<file path="src/rtl/vu_level_meter.sv">
// vu_level_meter: peak-hold / decay VU meter fed one audio sample per
// received byte on the clkx16 domain. Drives a thermometer LED bar, a clip
// lamp and a saturating count of receiver framing-error rising edges.
//
// Optional build macro: OFFSET_BINARY_EN
//   defined   -> samples are offset binary (0x80 = silence, clip on 0x00/0xFF)
//   undefined -> samples are two's complement (clip on 0x7F/0x80)
//
// LEDS must be a power of two in 2..128; segment i lights when peak > i*STEP.
module vu_level_meter #(
   parameter int LEDS         = 8,
   parameter int CNT_W        = 20,
   parameter int HOLD_CYCLES  = 921600,
   parameter int DECAY_CYCLES = 14400
) (
   input  logic            clkx16,
   input  logic            reset,
   input  logic [7:0]      data,
   input  logic            load,
   input  logic            error,
   output logic [LEDS-1:0] level,
   output logic [6:0]      peak,
   output logic            clip,
   output logic [7:0]      err_cnt
);

   localparam int STEP = 128 / LEDS;
   localparam logic [CNT_W-1:0] C_HOLD_LOAD  = CNT_W'(HOLD_CYCLES - 1);
   localparam logic [CNT_W-1:0] C_DECAY_LOAD = CNT_W'(DECAY_CYCLES - 1);

   typedef enum logic [1:0] {
      S_IDLE  = 2'd0,
      S_HOLD  = 2'd1,
      S_DECAY = 2'd2
   } state_t;

   state_t           r_state;
   logic [6:0]       r_peak;
   logic [CNT_W-1:0] r_hold_cnt;
   logic [CNT_W-1:0] r_decay_cnt;
   logic             r_clip;
   logic [LEDS-1:0]  r_level;
   logic [7:0]       r_err_cnt;
   logic             r_err_d;

   logic [7:0]       w_abs;
   logic [6:0]       w_mag;
   logic             w_is_clip;
   logic             w_update;
   logic             w_refresh;
   logic             w_take;
   logic             w_hold_expire;
   logic [LEDS-1:0]  w_level_next;

   // Sample magnitude and clip detection straight from the input byte.
   always_comb begin
`ifdef OFFSET_BINARY_EN
      // Distance from the 0x80 midpoint; 0x00 gives 128 and is saturated below.
      w_abs     = data[7] ? (data - 8'd128) : (8'd128 - data);
      w_is_clip = (data == 8'h00) || (data == 8'hFF);
`else
      // Two's complement absolute value; 0x80 gives 128 and is saturated below.
      w_abs     = data[7] ? (8'd0 - data) : data;
      w_is_clip = (data == 8'h7F) || (data == 8'h80);
`endif
      w_mag = w_abs[7] ? 7'd127 : w_abs[6:0];
   end

   // A qualifying load (new maximum, or a non-zero equal value) always beats
   // whatever the hold/decay timers would have done in the same cycle.
   assign w_update      = load && (w_mag > r_peak);
   assign w_refresh     = load && (w_mag == r_peak) && (r_peak != 7'd0);
   assign w_take        = w_update || w_refresh;
   assign w_hold_expire = !w_take && (r_state == S_HOLD) && (r_hold_cnt == '0);

   // Peak envelope state machine with hold timer, decay timer and clip lamp.
   always_ff @(posedge clkx16 or negedge reset) begin
      if (!reset) begin
         r_state     <= S_IDLE;
         r_peak      <= 7'd0;
         r_hold_cnt  <= '0;
         r_decay_cnt <= '0;
         r_clip      <= 1'b0;
      end else begin
         if (w_take) begin
            if (w_update) begin
               r_peak <= w_mag;
            end
            r_hold_cnt <= C_HOLD_LOAD;
            r_state    <= S_HOLD;
         end else begin
            case (r_state)
               S_HOLD: begin
                  if (r_hold_cnt == '0) begin
                     r_state     <= S_DECAY;
                     r_decay_cnt <= C_DECAY_LOAD;
                  end else begin
                     r_hold_cnt <= r_hold_cnt - CNT_W'(1);
                  end
               end
               S_DECAY: begin
                  if (r_decay_cnt == '0) begin
                     r_decay_cnt <= C_DECAY_LOAD;
                     r_peak      <= r_peak - 7'd1;
                     if (r_peak == 7'd1) begin
                        r_state <= S_IDLE;
                     end
                  end else begin
                     r_decay_cnt <= r_decay_cnt - CNT_W'(1);
                  end
               end
               S_IDLE: begin
                  r_state <= S_IDLE;
               end
               default: begin
                  r_state <= S_IDLE;
               end
            endcase
         end

         // Clip byte always qualifies (mag 127), so its hold restarts above.
         if (load && w_is_clip) begin
            r_clip <= 1'b1;
         end else if (w_hold_expire) begin
            r_clip <= 1'b0;
         end
      end
   end

   // Per-segment thresholds for the thermometer bar.
   genvar gi;
   generate
      for (gi = 0; gi < LEDS; gi++) begin : g_seg
         assign w_level_next[gi] = ({1'b0, r_peak} > 8'(gi * STEP));
      end
   endgenerate

   // Bar is registered from the peak register, one cycle behind it.
   always_ff @(posedge clkx16 or negedge reset) begin
      if (!reset) begin
         r_level <= '0;
      end else begin
         r_level <= w_level_next;
      end
   end

   // Count rising edges of the framing-error level, saturating at 255.
   always_ff @(posedge clkx16 or negedge reset) begin
      if (!reset) begin
         r_err_d   <= 1'b0;
         r_err_cnt <= 8'd0;
      end else begin
         r_err_d <= error;
         if (error && !r_err_d && (r_err_cnt != 8'hFF)) begin
            r_err_cnt <= r_err_cnt + 8'd1;
         end
      end
   end

   assign level   = r_level;
   assign peak    = r_peak;
   assign clip    = r_clip;
   assign err_cnt = r_err_cnt;

endmodule

</file>
<file path="config.mk">
export PLATFORM = sky130hd
export DESIGN_NAME = vu_level_meter
export DESIGN_NICKNAME = d
export VERILOG_FILES = /design/src/rtl/vu_level_meter.sv
export SDC_FILE = /design/constraint.sdc
export NUM_CORES = 1
export LEC_CHECK = 0
export ABC_AREA = 1
export BUFFER_PORTS_ARGS = -buffer_cell sky130_fd_sc_hd__buf_4
export CAP_MARGIN = 25
export CORE_UTILIZATION = 30
export DETAILED_ROUTE_END_ITERATION = 7
export GPL_ROUTABILITY_DRIVEN = 0
export HOLD_SLACK_MARGIN = 0.05
export PLACE_DENSITY = 0.56
export REMOVE_ABC_BUFFERS = 1
export SYNTH_ARGS = -nofsm -noshare
export SYNTH_HDL_FRONTEND = slang
export SYNTH_SLANG_ARGS = --single-unit
</file>
<file path="constraint.sdc">
create_clock -name clkx16 -period 2.7 [get_ports clkx16]
set_input_delay 0.54 -clock clkx16 [delete_from_list [all_inputs] [get_ports clkx16]]
set_output_delay 0.54 -clock clkx16 [all_outputs]
set_load 0.005 [all_outputs]
</file>
==> reports/metrics.yaml <==
fp.dieW_um: 124
critical_path_class: "input port to flip-flop"
path_buf_inv: 3
post-route-util: 0.378
ys_top_cells_by_area: "dfrtp_1 37%, nand2_1 20%, nor2_1 7.6%"
end_kind: "flip-flop"
grt_pass1_wl_um: 18400
p_per_area_nw_per_um2: 725
slowest_delay_ns: 0.30
tightest_slew_ns: 0.865
postRouteAntennaNets: 0
yosysWarnings: 0
fin_crit_ns: 2.45
cts_buffer_depth: 2
vias: 4133
wl_per_cell_um: 11.7
syn-cell-area_um2: 4480
synth.distinct_cells: 33
n_fill_cell: 1575
cts_tree: "built"
final_layout_size_suffix_gt1_frac: 0.146
fp-row-count: 44
stdcell_area_um2: 5490
timing.final.ws_setup_ns: 0.245
drt-initial-drc-count: 259
viasPerCell: 4.57
path_cells: "buf_4, nor2_1, nand2_1, nor2_1, nand2_1, o211ai_1, ha_1, nand2_1, nor2_1, a21boi_1, nand2_2, buf_6, nand2_1, nand2_4, inv_2, nand2_1, nand2_1"
period_share: 0.909
core_area_um2: 14500
cp.arrival_ns: 2.74
ioPinCount: 36
max_freq_ghz: 0.407
rsz0062_at_grt: "false"
startpoint_type: "input port"
placed_area_um2: 5090
syn_avg_cell_area_um2: 6.83
first_global_vias: 3939
cp_max_fo: 9
area_growth_pct: 22.4
path_common_cell: "nand2_1"
cp.required_ns: 2.98
routed_wl_um: 10600
clock_sinks: 67
hold_path_class: "input port to async pin"
synth-seq-area-share: 0.374
outcome: "finished, final reports clean"
cts_buffers: 9
gr-total-overflow: 0
fin_worst_skew_ns: 0.00710
track_usage: 0.147
grt_start_max_net_pins: 68
ys_ff_latch: 67
drc: 0
hpwl_um: 7770
die-area_um2: 15400
die_h_um: 124
diodes: 0
cap_violations: 0
peakVddDrop_uv: 290
dr.pass1.iters: 4
worst_path_max_delay_cell: "ha_1"
ctsHtreeMaxLevel: 3
hold_viol_final: 0
synth_cells: 656
relSlewSlack: 0.423
clock_latency_ns: 0.34
synth_top_area_frac: 0.374
start_util: 0.308
multi_input_area_um2: 2490
cts_root_buf: "clkbuf_16"
leakagePower_nw: 2.95
yosys.area.top_type: "dfrtp_1"
regArea_um2: 1680
clk_pin_slew_worst_paths_ns: 0.06
drv_slew: 0
setup_viol: 0
antenna_found_initial: 0
dp_slack_ns: -0.196
fin_nets: 744
io_buffers: 35
crit_family: "simple AND/OR/NAND/NOR gates"
## cell usage in the layout, fill, tap and decap left out, types with 5 or more instances in the layout
cell type / n
nand2_1: 239
nor2_1: 91
dfrtp_1: 67
nand3_1: 60
inv_1: 58
buf_4: 58
nand4_1: 21
ha_1: 16
xor2_1: 14
o21ai_0: 11
a21oi_1: 10
clkbuf_16: 9
inv_2: 8
nand3b_1: 8
nor3_1: 6
xnor2_1: 5
## synthesized netlist by cell type (all sizes together)
library cell	n
o31ai	1
inv	66
ha	17
o211ai	1
buf	12
clkbuf	1
xor2	14
nand2	246
nor3	6
xnor2	5
a21oi	11
nand3	63
o22ai	1
nor2	98
o21bai	1
nand4	21
or2	1
o21ai	14
nand3b	8
clkinv	1
a21boi	1
dfrtp	67
## state kept, by name (all words and copies together), names as in the netlist
name,cells
r_decay_cnt,20
r_hold_cnt,20
err_cnt,8
level,8
peak,7
r_state,2
clip,1
r_err_d,1
## where the power goes
group,switching (mW),total [mW],internal [mW]
Combinational,0.642,1.16,0.519
Clock,0.459,1.48,1.02
Sequential,0.169,1.33,1.17
## cell type report
type,instances,area share
clock buffers,10,0.0435
inverters,67,0.0458
clock inverters,6,0.0249
well taps,184,0.0420
multi-input cells,510,0.453
repair buffers,60,0.0850
flip-flops and latches,67,0.306
## path summary, 6_finish.rpt
path                               startpoint              to  slack (ns)  cells after the start
worst max-delay path                  data[2]         peak[2]        0.25                     17
worst min-delay path                    reset      err_cnt[2]        0.31                      1
worst max register to register  r_hold_cnt[0]  r_decay_cnt[2]        0.64                     10
worst min register to register           clip            clip        0.50                      2
max in group asynchronous               reset         peak[2]        1.83                      1
min in group clkx16                     error         r_err_d        0.32                      1
## cells by family (layout without fill, tap and decap cells)
group                      after synthesis  after routing  share of synthesized area
DFF                                     67             67                      0.374
buffers and inverters                   80            143                     0.0757
AOI/OAI and AO/OA                       30             30                     0.0369
and+or+nand+nor                        443            444                      0.429
xor gates and xnor gates                19             19                     0.0371
adders and majority gates               17             17                     0.0475
## per-layer routing
metal  GRT usage  wire [um]
met2       0.230       4680
met1       0.196       5310
met5           0          0
met3      0.0259        433
met4      0.0723        193
## repair_timing
action,4_1_cts,5_1_grt
setup buffers,0,0
setup endpoints to repair,0,34
hold buffers,0,0
gates resized for setup,0,6
## stage by stage
step                      TNS [ns]  total power [mW]  cells  hold WS [ns]
after floorplan              -4.74              2.00    643         0.244
after global placement       -6.15              2.51    887         0.481
after detailed placement     -6.06              2.52    887         0.487
after CTS                        0              4.03    903         0.301
after global routing             0              4.24    904         0.304
final                            0              3.98    904         0.307
No activity file was read; power rests on OpenSTA's default activity.
